--- src/rtl/ahb_decoder_mux_n_pkg.sv ---
// Shared AHB-Lite encodings and the default-slave state type.
package ahb_pkg;

    typedef enum logic [1:0] {
        HTRANS_IDLE   = 2'b00,
        HTRANS_BUSY   = 2'b01,
        HTRANS_NONSEQ = 2'b10,
        HTRANS_SEQ    = 2'b11
    } htrans_e;

    localparam logic RESP_OKAY  = 1'b0;
    localparam logic RESP_ERROR = 1'b1;

    typedef enum logic [1:0] {
        D_IDLE = 2'b00,
        D_ERR1 = 2'b01,
        D_ERR2 = 2'b10
    } dstate_e;

endpackage

--- src/rtl/ahb_decoder_mux_n_if.sv ---
// Master-side AHB-Lite signals seen by the decoder/mux, plus per-slave responses.
interface ahb_decoder_mux_n_if #(
    parameter int NUM_S  = 2,
    parameter int DATA_W = 32
);
    logic [31:0]                   HADDR;
    logic [1:0]                    HTRANS;
    logic [NUM_S-1:0]              HREADYOUT_S;
    logic [NUM_S-1:0]              HRESP_S;
    logic [NUM_S-1:0][DATA_W-1:0]  HRDATA_S;
    logic [NUM_S-1:0]              HSEL;
    logic                          HSEL_DEF;
    logic                          HREADY;
    logic                          HRESP;
    logic [DATA_W-1:0]             HRDATA;

    modport slave (
        input  HADDR, HTRANS, HREADYOUT_S, HRESP_S, HRDATA_S,
        output HSEL, HSEL_DEF, HREADY, HRESP, HRDATA
    );

    modport master (
        output HADDR, HTRANS, HREADYOUT_S, HRESP_S, HRDATA_S,
        input  HSEL, HSEL_DEF, HREADY, HRESP, HRDATA
    );
endinterface

--- src/rtl/ahb_decoder_mux_n_default_slave.sv ---
// Default slave: two-cycle ERROR for active transfers to unmapped space, OKAY otherwise.
module ahb_default_slave
    import ahb_pkg::*;
(
    input  logic       HCLK,
    input  logic       HRESET,
    input  logic       HREADY,
    input  logic       HSEL_DEF,
    input  logic [1:0] HTRANS,
    output logic       HREADYOUT,
    output logic       HRESP
);

    dstate_e state_q, state_d;
    logic    dtrans_q, dtrans_d;
    logic    active;
    logic    start;

    assign active = (HTRANS == HTRANS_NONSEQ) || (HTRANS == HTRANS_SEQ);
    assign start  = HREADY && HSEL_DEF && active;

    always_ff @(posedge HCLK) begin
        if (HRESET) begin
            state_q  <= D_IDLE;
            dtrans_q <= 1'b0;
        end else begin
            state_q  <= state_d;
            dtrans_q <= dtrans_d;
        end
    end

    always_comb begin
        state_d   = state_q;
        dtrans_d  = HREADY ? (HSEL_DEF && active) : dtrans_q;
        HREADYOUT = 1'b1;
        HRESP     = RESP_OKAY;
        case (state_q)
            D_IDLE: if (start) state_d = D_ERR1;
            D_ERR1: begin
                HREADYOUT = 1'b0;
                HRESP     = RESP_ERROR;
                state_d   = D_ERR2;
            end
            D_ERR2: begin
                HRESP   = RESP_ERROR;
                state_d = start ? D_ERR1 : D_IDLE;
            end
            default: state_d = D_IDLE;
        endcase
    end

    // The first ERROR cycle can only follow an accepted unmapped active transfer.
    always_ff @(posedge HCLK) begin
        if (!HRESET && state_q == D_ERR1) assert (dtrans_q);
    end

endmodule

--- src/rtl/ahb_decoder_mux_n.sv ---
// N-region AHB-Lite address decoder with data-phase response mux and built-in default slave.
module ahb_decoder_mux_n
    import ahb_pkg::*;
#(
    parameter int                    NUM_S  = 2,
    parameter int                    DATA_W = 32,
    parameter logic [NUM_S-1:0][31:0] BASE  = {32'h2000_0000, 32'h1000_0000},
    parameter logic [NUM_S-1:0][31:0] SIZE  = {32'h0000_1000, 32'h0000_8000}
) (
    input  logic                HCLK,
    input  logic                HRESET,
    ahb_decoder_mux_n_if.slave  bus
);

    logic [NUM_S-1:0] hit;
    logic [NUM_S-1:0] hsel;
    logic             hsel_def;
    logic [NUM_S:0]   dsel_q, dsel_d;
    logic             def_ready, def_resp;

    for (genvar i = 0; i < NUM_S; i++) begin : g_region
        localparam logic [32:0] LO = {1'b0, BASE[i]};
        localparam logic [32:0] HI = {1'b0, BASE[i]} + {1'b0, SIZE[i]} - 33'd1;

        assign hit[i] = ({1'b0, bus.HADDR} >= LO) && ({1'b0, bus.HADDR} <= HI);

        always_ff @(posedge HCLK) begin
            assert (SIZE[i] != 32'd0 && ({1'b0, BASE[i]} + {1'b0, SIZE[i]}) <= 33'h1_0000_0000);
        end
    end

    // Lowest index wins on overlap so the select stays one-hot.
    always_comb begin
        hsel = '0;
        for (int i = NUM_S - 1; i >= 0; i--) begin
            if (hit[i]) hsel = NUM_S'(1) << i;
        end
    end

    assign hsel_def     = ~|hsel;
    assign bus.HSEL     = hsel;
    assign bus.HSEL_DEF = hsel_def;

    assign dsel_d = bus.HREADY ? {hsel_def, hsel} : dsel_q;

    always_ff @(posedge HCLK) begin
        if (HRESET) dsel_q <= {1'b1, {NUM_S{1'b0}}};
        else        dsel_q <= dsel_d;
    end

    ahb_default_slave u_def (
        .HCLK      (HCLK),
        .HRESET    (HRESET),
        .HREADY    (bus.HREADY),
        .HSEL_DEF  (hsel_def),
        .HTRANS    (bus.HTRANS),
        .HREADYOUT (def_ready),
        .HRESP     (def_resp)
    );

    always_comb begin
        bus.HREADY = def_ready;
        bus.HRESP  = def_resp;
        bus.HRDATA = '0;
        for (int i = 0; i < NUM_S; i++) begin
            if (dsel_q[i]) begin
                bus.HREADY = bus.HREADYOUT_S[i];
                bus.HRESP  = bus.HRESP_S[i];
                bus.HRDATA = bus.HRDATA_S[i];
            end
        end
        if (HRESET) begin
            bus.HREADY = 1'b1;
            bus.HRESP  = RESP_OKAY;
            bus.HRDATA = '0;
        end
    end

endmodule

--- src/flat_wrapper.sv ---
// flat-port wrapper written by rule: the top's interface ports become plain ports
module ahb_decoder_mux_n_flat import ahb_pkg::*;
#(
    parameter int                    NUM_S  = 2,
    parameter int                    DATA_W = 32,
    parameter logic [NUM_S-1:0][31:0] BASE  = {32'h2000_0000, 32'h1000_0000},
    parameter logic [NUM_S-1:0][31:0] SIZE  = {32'h0000_1000, 32'h0000_8000}
)
  (HCLK, HRESET, bus_HADDR, bus_HTRANS, bus_HREADYOUT_S, bus_HRESP_S, bus_HRDATA_S, bus_HSEL, bus_HSEL_DEF, bus_HREADY, bus_HRESP, bus_HRDATA);
  ahb_decoder_mux_n_if #(.NUM_S(NUM_S), .DATA_W(DATA_W)) bus_i ();
  input  logic HCLK;
  input  logic HRESET;
  input wire logic [$bits(bus_i.HADDR)-1:0] bus_HADDR;
  input wire logic [$bits(bus_i.HTRANS)-1:0] bus_HTRANS;
  input wire logic [$bits(bus_i.HREADYOUT_S)-1:0] bus_HREADYOUT_S;
  input wire logic [$bits(bus_i.HRESP_S)-1:0] bus_HRESP_S;
  input wire logic [$bits(bus_i.HRDATA_S)-1:0] bus_HRDATA_S;
  output wire logic [$bits(bus_i.HSEL)-1:0] bus_HSEL;
  output wire logic [$bits(bus_i.HSEL_DEF)-1:0] bus_HSEL_DEF;
  output wire logic [$bits(bus_i.HREADY)-1:0] bus_HREADY;
  output wire logic [$bits(bus_i.HRESP)-1:0] bus_HRESP;
  output wire logic [$bits(bus_i.HRDATA)-1:0] bus_HRDATA;
  assign bus_i.HADDR = bus_HADDR;
  assign bus_i.HTRANS = bus_HTRANS;
  assign bus_i.HREADYOUT_S = bus_HREADYOUT_S;
  assign bus_i.HRESP_S = bus_HRESP_S;
  assign bus_i.HRDATA_S = bus_HRDATA_S;
  assign bus_HSEL = bus_i.HSEL;
  assign bus_HSEL_DEF = bus_i.HSEL_DEF;
  assign bus_HREADY = bus_i.HREADY;
  assign bus_HRESP = bus_i.HRESP;
  assign bus_HRDATA = bus_i.HRDATA;
  ahb_decoder_mux_n #(.NUM_S(NUM_S), .DATA_W(DATA_W), .BASE(BASE), .SIZE(SIZE)) u_core (.HCLK(HCLK), .HRESET(HRESET), .bus(bus_i));
endmodule
--- config.mk ---
export PLATFORM = sky130hd
export DESIGN_NAME = ahb_decoder_mux_n_flat
export DESIGN_NICKNAME = d
export VERILOG_FILES = /design/src/rtl/ahb_decoder_mux_n_pkg.sv /design/src/rtl/ahb_decoder_mux_n_if.sv /design/src/rtl/ahb_decoder_mux_n_default_slave.sv /design/src/rtl/ahb_decoder_mux_n.sv /design/src/flat_wrapper.sv
export SDC_FILE = /design/constraint.sdc
export NUM_CORES = 1
export LEC_CHECK = 0
export ABC_AREA = 1
export BUFFER_PORTS_ARGS = -buffer_cell sky130_fd_sc_hd__buf_4
export CORE_ASPECT_RATIO = 0.6
export CORE_UTILIZATION = 29
export DETAILED_ROUTE_END_ITERATION = 8
export PLACE_DENSITY = 0.9
export SLEW_MARGIN = 20
export SYNTH_ARGS = -nofsm -noshare
export SYNTH_HDL_FRONTEND = slang
export SYNTH_HIERARCHICAL = 1
export SYNTH_SLANG_ARGS = --single-unit
--- constraint.sdc ---
create_clock -name HCLK -period 1.8 [get_ports HCLK]
set_input_delay 0.36 -clock HCLK [delete_from_list [all_inputs] [get_ports HCLK]]
set_output_delay 0.36 -clock HCLK [all_outputs]
set_load 0.02 [all_outputs]
Word-level counts from Yosys, hierarchy flattened. Cells that the tools add are included.

Flip-flop bits (word level): 4. Output and inout bits: 37. Bits of input ports: 104. Bits in read-only memories: 0. Memories kept: 0. Latch bits: 0. Word-level logic and storage cells: 36. Bits in writable memories: 0.

Bitwise logic cells: 0. Eq/ne operators: 5. $lt $le $gt $ge: 4. $mul: 0. Reductions and logical operators: 9. Add/sub/neg operators: 0. Mux-type cells: 16. Shifts and indexed selects: 0. Divide/modulo/power cells: 0.

Operators with widths (number): $mux W32 (3); $ge A32 B29 Y1 const B (1); $ge A32 B30 Y1 const B (1); $le A32 B29 Y1 const B (1); $le A32 B30 Y1 const B (1); $mux W1 (9); $eq A2 B2 Y1 const B (3); $mux W2 (3); $pmux W2 S3 (1); $logic_and A1 B1 Y1 (4); $reduce_or A2 Y1 (2); $eq A2 B1 Y1 const B (1); $logic_not A2 Y1 (1); $ne A2 B2 Y1 const B (1); $logic_not A1 Y1 (1); $logic_or A1 B1 Y1 (1).

Longest topological paths before layout. Gate-level depths: netlist of run 1.

Depth after elaboration: 10. Mapped depth: 11. Gate-level depth less buffers: 11.

Cells and area by module. Netlist of run 1, hierarchy kept.

Modules (own cells, without submodules): ahb_decoder_mux_n (cells an instance 155, area each 730.7 µm², sequential area each 40.0 µm², instances 1); ahb_default_slave (cells an instance 22, area each 173.9 µm², sequential area each 40.0 µm², instances 1).

Least setup slack after synthesis of run 1. No wires, ideal clock.

Kind: reg2out. Start point: register u_core.dsel_q[1]. End point: output bus_HRDATA[0]. Required time: 1.440 ns. Setup slack: 0.324 ns. Cell stages (with the launch flop): 6. Data arrival time: 1.116 ns. Path buffers: 2. Cells stage by stage: dfxtp_1 -> buf_4 -> nor2_4 -> buf_6 -> nand2_1 -> a21oi_1.

Word-level cells in the longest chain between the ends: 2.

RTL lines: start: declaration (line ahb_decoder_mux_n.sv:18) `logic [NUM_S:0] dsel_q, dsel_d;`; start signal: assignment (line ahb_decoder_mux_n.sv:47) `if (HRESET) dsel_q <= {1'b1, {NUM_S{1'b0}}};`; start signal: assignment (line ahb_decoder_mux_n.sv:48) `else dsel_q <= dsel_d;`; $mux W32 (line ahb_decoder_mux_n.sv:66) `if (dsel_q[i]) begin`; $mux W32 (line ahb_decoder_mux_n.sv:72) `if (HRESET) begin`; end: declaration (line flat_wrapper.sv:22) `output wire logic [$bits(bus_i.HRDATA)-1:0] bus_HRDATA;`.

No other way between the ends.

Final worst setup path of run 1.
Start point: register u_core.u_def.state_q[0]. End point: output bus_HRESP.

Word-level cells in the longest chain between the ends: 6. Elaborated cells between the ends (all ways): 7. Classes of those cells: 2 x eq/ne; 4 x mux; 1 x reduce/logical.

RTL lines: start: declaration (line ahb_decoder_mux_n_default_slave.sv:14) `dstate_e state_q, state_d;`; start signal: assignment (line ahb_decoder_mux_n_default_slave.sv:27) `state_q <= state_d;`; $eq A2 B1 Y1 / $eq A2 B2 Y1 (equally long branches) (line ahb_decoder_mux_n_default_slave.sv:37) `case (state_q)`; $reduce_or A2 Y1 (no line) (*); $mux W1 (*) (line ahb_decoder_mux_n_default_slave.sv:37); via u_core.def_resp (line ahb_decoder_mux_n.sv:19) `logic def_ready, def_resp;`; $mux W1 (*) (2 in series) (line ahb_decoder_mux_n.sv:66); $mux W1 (*) (line ahb_decoder_mux_n.sv:72); end: declaration (line flat_wrapper.sv:21) `output wire logic [$bits(bus_i.HRESP)-1:0] bus_HRESP;`.

The timed path passes the listed nets; every way through them passes the cells marked *.

==> results of run 1 <==
==> power groups by stage <==
stage	registers (W)	clock network, W	logic [W]
after floorplan	0.000113	0	0.000278
after global placement	0.000115	0	0.000507
after detailed placement	0.000116	0	0.000521
after CTS	0.000116	0.000193	0.000523
after global routing	0.000118	0.000198	0.000575
final	0.000117	0.000191	0.000525
==> layer usage <==
metal  track usage, %  part of all wire (%)  vias up  wire length (µm)
met2            34.36                    50       70              1667
met5                0                     0        -                 0
met3            6.473                    11        0               357
met4            1.154                     0        0                 0
li1                 -                     -      799                 -
met1            20.85                    40      662              1338
==> placed cells by master (no fill, tap or decap), drive strengths merged <==
cell type and instances:
inv 14, nor2 15, o211ai 1, ha 5
or2 3, nand3 7, nor3b 1, clkbuf 3
buf 130, a21oi 36, dfxtp 4, nand2 80
==> repair_timing <==
| item | CTS | global route |
|---|---|---|
| resized for setup | 1 | 2 |
| setup endpoints to repair | 1 | 2 |
| gates cloned | 0 | 0 |
==> worst max-delay path: stages (launching register included) <==
cell	delay [ns]
sky130_fd_sc_hd__dfxtp_2	0.36
sky130_fd_sc_hd__inv_1	0.08
sky130_fd_sc_hd__ha_1	0.31
sky130_fd_sc_hd__nand2_1	0.07
sky130_fd_sc_hd__nand3_1	0.06
sky130_fd_sc_hd__o211ai_1	0.08
sky130_fd_sc_hd__inv_1	0.05
sky130_fd_sc_hd__buf_4	0.15
==> stage by stage <==
stage	hold WS [ns]	cell area, µm²	cells	util, %	setup WS, ns
2_1_floorplan	0.4224	904.6	177	-	0.3240
3_5_place_dp	0.5650	1872	338	64.34	0.1667
6_report	0.4457	1919	341	65.98	0.05870
3_3_place_gp	0.5457	1872	338	64.34	0.1642
4_1_cts	0.4439	1914	341	65.81	0.02343
5_1_grt	0.4514	1919	341	65.98	0.004721
==> final cells by class <==
class,instances,area [µm²],share of cell area (%)
timing repair buffer,130,988.4,51.50
multi-input combinational,148,703.2,36.64
sequential,4,81.33,4.237
inverter,14,52.55,2.738
tap,42,52.55,2.738
clock buffer,3,41.29,2.151
==> worst min-delay path by stage <==
stage                                                     from                                   end  cells past startpoint
final                                       bus_HREADYOUT_S[1]         u_core/dsel_q[1]$_SDFFE_PP0P_                      3
after global routing                        bus_HREADYOUT_S[1]         u_core/dsel_q[1]$_SDFFE_PP0P_                      3
after CTS                                   bus_HREADYOUT_S[1]         u_core/dsel_q[1]$_SDFFE_PP0P_                      3
after detailed placement  u_core/u_def/state_q[0]$_SDFFE_PP0P_  u_core/u_def/state_q[0]$_SDFFE_PP0P_                      2
after global placement    u_core/u_def/state_q[0]$_SDFFE_PP0P_  u_core/u_def/state_q[0]$_SDFFE_PP0P_                      2
after floorplan                                         HRESET  u_core/u_def/state_q[0]$_SDFFE_PP0P_                      1
==> flip-flops by register name (all words and copies together), names as in the netlist <==
name,flops
u_core/dsel_q,2
u_core/u_def/state_q,2
==> cells by family (layout without fill, tap and decap cells) <==
group / count (synthesis) / after routing / share of synthesized area, %
AO/OA/AOI/OAI: 37 / 37 / 21.58
AND/OR/NAND/NOR: 106 / 106 / 48.69
flip-flops: 4 / 4 / 8.852
buffers and inverters: 25 / 147 / 13.97
adder cells (fa/ha/maj): 5 / 5 / 6.916
==> impl_metrics.json, run 1 <==
{
  "synth_top_cells_by_area": "sky130_fd_sc_hd__nand2_1 33%, sky130_fd_sc_hd__a21oi_1 19%, sky130_fd_sc_hd__dfxtp_1 8.9%, sky130_fd_sc_hd__ha_1 6.9%, sky130_fd_sc_hd__nor2_1 5.8%",
  "finClkSkew_ns": 0.003206,
  "coreArea_um2": 2909,
  "power_density_nw_per_um2": 433.9,
  "num-nets-final": 410,
  "num_antenna_cells": 0,
  "area_growth_syn_to_layout_pct": 112.2,
  "cts_tree": "done",
  "overall_via_count_from_detail_route": 1531,
  "clock_tree.buffer_depth": 2,
  "timing.critical_path.to": "bus_HRESP",
  "final.setup.tns_ns": 0,
  "maxCapViolCount": 0,
  "cts-buffers-inserted": 3,
  "drt_first_iter_violations": 47,
  "yosys_register_bits": 4,
  "syn_nets": 286,
  "ys_warn_count": 6,
  "finalWorstPathRequiredPeriod_ns": 1.741,
  "synthesis.area_per_instance_um2": 5.111,
  "io_pins": 141,
  "cp_data_required_time_ns": 1.44,
  "clock_sinks": 4,
  "sum_of_internal_switching_and_leakage_power_w": 0.0008328,
  "htreeDepth": 1,
  "buffer_ports.inserted": 127,
  "first_global_vias": 1183,
  "sequentialPowerShare_pct": 14.1,
  "peakVddDrop_uv": 411.1,
  "worstReg2RegStart": "u_core/u_def/state_q[1]$_SDFFE_PP0P_",
  "drc": 0,
  "maxSlewHeadroom_pct": 76.45,
  "num-fill-cells": 278,
  "outcome": "finished, final reports clean",
  "totalWireLength_um": 3363,
  "routedWlPerCell_um": 9.862,
  "crit_path_start_kind": "register",
  "synth_flop_cell": "sky130_fd_sc_hd__dfxtp_1",
  "min_period_over_period_pct": 96.74,
  "crit_path_max_fanout": 5,
  "clock-root-buffer": "sky130_fd_sc_hd__clkbuf_8",
  "grt_pass1_wl_um": 4788,
  "grt_usage_pct": 18.23,
  "setup_viol": 0,
  "estimated_wirelength_of_the_detail_placed_design_um": 2694,
  "power.share.combinational_pct": 63.0,
  "share_of_final_layout_standard_cells_stronger_than_drive_strength_1_pct": 48.83,
  "synth_sequential_area_ratio_pct": 8.852,
  "reg2regPathDepth": 10,
  "crit_startpoint": "u_core/u_def/state_q[0]$_SDFFE_PP0P_",
  "setup_slack_of_the_worst_register_to_register_path_ns": 0.37,
  "worstSkewPairLatency_ns": 0.22,
  "min_path_type": "input pin to register",
  "grt_antenna_before_repair": 0,
  "unrepaired_setup_endpoints_after_global_routing": "no",
  "synth_edf_count": 0,
  "least_margin_pin_slew_ns": 0.3532,
  "slew_viol_final": 0,
  "sw_frac_of_total_pct": 38.38,
  "yosysTopAreaCellShare_pct": 32.78,
  "synth_cell_type_count": 21,
  "path_clk_slew_ns": 0.03,
  "floorplan.die_area_um2": 3354,
  "vias_per_cell": 4.490,
  "die_width_um": 74.11,
  "synth_area_leader_cell": "sky130_fd_sc_hd__nand2_1",
  "final_hold_viol_count": 0,
  "cts.repair_timing.setup_buffer_count": 0,
  "maximum_number_of_pins_on_one_net_before_global_route_repair": 36,
  "clockPowerShare_pct": 22.9,
  "internal-power_w": 0.0005132,
  "leakage_nw": 0.9782,
  "mappedNetlistArea_um2": 904.6,
  "critical_path_class": "register to output pin",
  "gp_congestion": 0.7931,
  "cp_data_arrival_time_ns": 1.38,
  "row_count": 15,
  "async_flop_share_pct": 0,
  "max_freq_mhz": 574.3,
  "detail-route-antenna-nets": 0,
  "cts.hold.buffers_added": 0,
  "endpoint_kind": "output pin",
  "floorplan.die.height_um": 45.26,
  "post-synth-top-count-cell": "sky130_fd_sc_hd__nand2_1",
  "r2r-end": "u_core/u_def/state_q[1]$_SDFFE_PP0P_",
  "power_switching_w": 0.0003197,
  "synth.top_cells.by_count": "79 x sky130_fd_sc_hd__nand2_1, 34 x sky130_fd_sc_hd__a21oi_1, 14 x sky130_fd_sc_hd__nor2_1, 11 x sky130_fd_sc_hd__inv_1, 6 x sky130_fd_sc_hd__nand3_1",
  "initial_utilization_pct": 31.10,
  "gr-total-overflow": 0,
  "first_pass_iters": 4,
  "gate_count_of_the_mapped_netlist": 177
}
No activity file was read; power rests on OpenSTA's default activity.
==> run 2, diff against run 1 <==
--- a/config.mk
+++ b/config.mk
@@ -5,12 +5,11 @@
 export SDC_FILE = /design/constraint.sdc
 export NUM_CORES = 1
 export LEC_CHECK = 0
-export ABC_AREA = 1
 export BUFFER_PORTS_ARGS = -buffer_cell sky130_fd_sc_hd__buf_4
 export CORE_ASPECT_RATIO = 0.6
-export CORE_UTILIZATION = 29
+export CORE_UTILIZATION = 27
 export DETAILED_ROUTE_END_ITERATION = 8
-export PLACE_DENSITY = 0.9
+export PLACE_DENSITY = 0.91
 export SLEW_MARGIN = 20
 export SYNTH_ARGS = -nofsm -noshare
 export SYNTH_HDL_FRONTEND = slang
==> impl_metrics.json, run 2 <==
{
  "gate_count_of_the_mapped_netlist": 121,
  "synth_sequential_area_ratio_pct": 10.26,
  "cts-buffers-inserted": 3,
  "unrepaired_setup_endpoints_after_global_routing": "yes",
  "routedWlPerCell_um": 13.69,
  "peakVddDrop_uv": 183.2,
  "buffer_ports.inserted": 127,
  "gr-total-overflow": 0,
  "wirelength_met1_um": 1444,
  "floorplan.die_area_um2": 3118,
  "clock_sinks": 4,
  "finClkSkew_ns": 0.005394,
  "vias_per_cell": 5.035,
  "path_clk_slew_ns": 0.03,
  "num_antenna_cells": 0,
  "min_period_over_period_pct": 102.5,
  "yosys_register_bits": 4,
  "crit_path_start_kind": "input pin",
  "coreArea_um2": 2628,
  "worstReg2RegStart": "u_core/u_def/state_q[1]$_SDFFE_PP0P_",
  "synthesis.area_per_instance_um2": 6.452,
  "synth_cell_type_count": 24,
  "finalWorstPathRequiredPeriod_ns": 1.846,
  "initial_utilization_pct": 29.71,
  "synth_top_cells_by_area": "sky130_fd_sc_hd__a22oi_1 31%, sky130_fd_sc_hd__nor2_1 18%, sky130_fd_sc_hd__dfxtp_1 10%, sky130_fd_sc_hd__ha_1 8.0%, sky130_fd_sc_hd__clkbuf_1 4.3%",
  "synth.top_cells.by_count": "38 x sky130_fd_sc_hd__nor2_1, 32 x sky130_fd_sc_hd__a22oi_1, 9 x sky130_fd_sc_hd__clkbuf_1, 5 x sky130_fd_sc_hd__ha_1",
  "row_count": 14,
  "yosysTopAreaCellShare_pct": 30.77,
  "gp_congestion": 0.7454,
  "mostFrequentLayoutCell": "sky130_fd_sc_hd__buf_4",
  "ys_warn_count": 6,
  "maxCapViolCount": 0,
  "failed_checks": "negative setup slack",
  "totalWireLength_um": 3888,
  "finalInstanceArea_um2": 1988,
  "synth_area_leader_cell": "sky130_fd_sc_hd__a22oi_1",
  "syn_nets": 230,
  "final_hold_viol_count": 0,
  "worstSkewPairLatency_ns": 0.22,
  "post-synth-top-count-cell": "sky130_fd_sc_hd__nor2_1",
  "post-place-cells": 275,
  "met3_wirelength_um": 317,
  "slew_viol_final": 0,
  "min_path_type": "input pin to register",
  "synth_flop_cell": "sky130_fd_sc_hd__dfxtp_1",
  "setup_viol": 1,
  "leakage_nw": 0.9671,
  "overall_via_count_from_detail_route": 1430,
  "crit_path_max_fanout": 2,
  "num-nets-final": 363,
  "final_hold_slack_ns": 0.3561,
  "io_pins": 141,
  "grt_antenna_before_repair": 0,
  "htreeDepth": 1,
  "reg2regPathDepth": 9,
  "mappedNetlistArea_um2": 780.7,
  "area_growth_syn_to_layout_pct": 154.6,
  "crit_startpoint": "bus_HADDR[20]",
  "first_pass_iters": 5,
  "setup_slack_of_the_worst_register_to_register_path_ns": 0.08,
  "die_width_um": 71.42,
  "maximum_number_of_pins_on_one_net_before_global_route_repair": 33,
  "timing.critical_path.to": "bus_HSEL_DEF",
  "cts.hold.buffers_added": 0,
  "preCtsSetupSlack_ns": -0.1428,
  "drc": 0,
  "endpoint_kind": "output pin",
  "cp_data_arrival_time_ns": 1.49,
  "floorplan.die.height_um": 43.66,
  "placed_area_um2": 1804,
  "setup_ws_post_layout_ns": -0.04587,
  "r2r-end": "u_core/u_def/state_q[0]$_SDFFE_PP0P_",
  "first_global_vias": 1240,
  "async_flop_share_pct": 0,
  "detail-route-antenna-nets": 0,
  "cts_tree": "done",
  "critical_path_class": "input pin to output pin",
  "clock-root-buffer": "sky130_fd_sc_hd__clkbuf_8",
  "top_layer_used_by_detailed_routing": "met4",
  "share_of_final_layout_standard_cells_stronger_than_drive_strength_1_pct": 63.49,
  "estimated_wirelength_of_the_detail_placed_design_um": 2825,
  "maxSlewHeadroom_pct": 79.43,
  "least_margin_pin_slew_ns": 0.3085,
  "reg.largest.list": "u_core/dsel_q (2), u_core/u_def/state_q (2)",
  "outcome": "complete, but fails checks",
  "clock_tree.buffer_depth": 2,
  "power_density_nw_per_um2": 281.0,
  "num-fill-cells": 201,
  "synth_edf_count": 0,
  "final.setup.tns_ns": -0.04587,
  "grt_usage_pct": 21.94,
  "grt_pass1_wl_um": 5423,
  "most_frequent_cells_in_the_layout": "135 x sky130_fd_sc_hd__buf_4, 36 x sky130_fd_sc_hd__nor2_1, 32 x sky130_fd_sc_hd__a22oi_1, 4 x sky130_fd_sc_hd__buf_6",
  "cp_data_required_time_ns": 1.44,
  "finalNonFillerCells": 284,
  "max_freq_mhz": 541.7,
  "detailroute.wirelength.met2_um": 2094,
  "drt_first_iter_violations": 41
}
[run 2: cell types whose count changed after synthesis, sizes merged, moves of 6 or more]
cell / before / now
a21oi: 36 / 3
inv: 14 / 4
nand2: 80 / 0
clkbuf: 2 / 9
a22oi: 0 / 32
buf: 9 / 3
nor2: 15 / 38
[run 2: per-layer routing]
layer | vias to the layer above | GRT usage [%]
met2 | 69 | 41.14
met5 | - | 0
met3 | 4 | 5.581
met1 | 652 | 25.31
li1 | 705 | -
met4 | 0 | 5.600
[run 2: metrics by stage]
stage	power, W	util, %
6_report	0.0005586	75.67
5_1_grt	0.0005917	75.67
4_1_cts	0.0005310	73.48
3_5_place_dp	0.0003264	68.67
3_3_place_gp	0.0003203	68.67
2_1_floorplan	0.0001551	-
[run 2: critical path: stages]
cell                      delay, ns
sky130_fd_sc_hd__buf_4         0.12
sky130_fd_sc_hd__nor4_4        0.27
sky130_fd_sc_hd__nand4_1       0.20
sky130_fd_sc_hd__buf_4         0.21
sky130_fd_sc_hd__nor2_4        0.12
sky130_fd_sc_hd__nor2_2        0.06
sky130_fd_sc_hd__buf_6         0.14
[run 2: cell type report]
class                   count  area [µm²]  area share, %
inverters                   4       20.02          1.007
clock buffers               3       41.29          2.077
multi-input cells         101       721.9          36.31
well taps                  32       40.04          2.014
repair buffers            140        1079          54.25
flip-flops and latches      4       86.33          4.342
[run 2: how the worst min path moves through the flow]
stage                                               startpoint                              endpoint  depth (start not counted)
after floorplan                                         HRESET  u_core/u_def/state_q[0]$_SDFFE_PP0P_                          1
after global placement    u_core/u_def/state_q[0]$_SDFFE_PP0P_  u_core/u_def/state_q[0]$_SDFFE_PP0P_                          2
after detailed placement                    bus_HREADYOUT_S[1]         u_core/dsel_q[1]$_SDFFE_PP0P_                          2
after CTS                                   bus_HREADYOUT_S[1]         u_core/dsel_q[1]$_SDFFE_PP0P_                          2
after global routing                        bus_HREADYOUT_S[1]         u_core/dsel_q[1]$_SDFFE_PP0P_                          2
final                                       bus_HREADYOUT_S[1]         u_core/dsel_q[1]$_SDFFE_PP0P_                          2
[run 2: kinds of logic (layout without fill, tap and decap cells)]
kind of cell | Yosys count | after routing | share of synthesized area, %
AO/OA/AOI/OAI | 40 | 40 | 38.46
flip-flops | 4 | 4 | 10.26
buffers and inverters | 16 | 147 | 8.172
AND/OR/NAND/NOR | 54 | 54 | 32.53
adder cells (fa/ha/maj) | 5 | 5 | 8.013
multiplexers | 2 | 2 | 2.564
[run 2: repair_timing]
action / in CTS / in global routing
buffers inserted: 5 / 1
gates resized for setup: 11 / 11
endpoints found under the setup margin: 4 / 23
pin swaps: 4 / 7
cloned: 0 / 0
[run 2: where the power goes]
group / switching [W] / internal (W) / leakage [nW]
Sequential: 0.00000773 / 0.0000943 / 0.0341
Clock: 0.0000530 / 0.000143 / 0.0216
Combinational: 0.0000907 / 0.000170 / 0.911
Total: 0.000151 / 0.000407 / 0.967
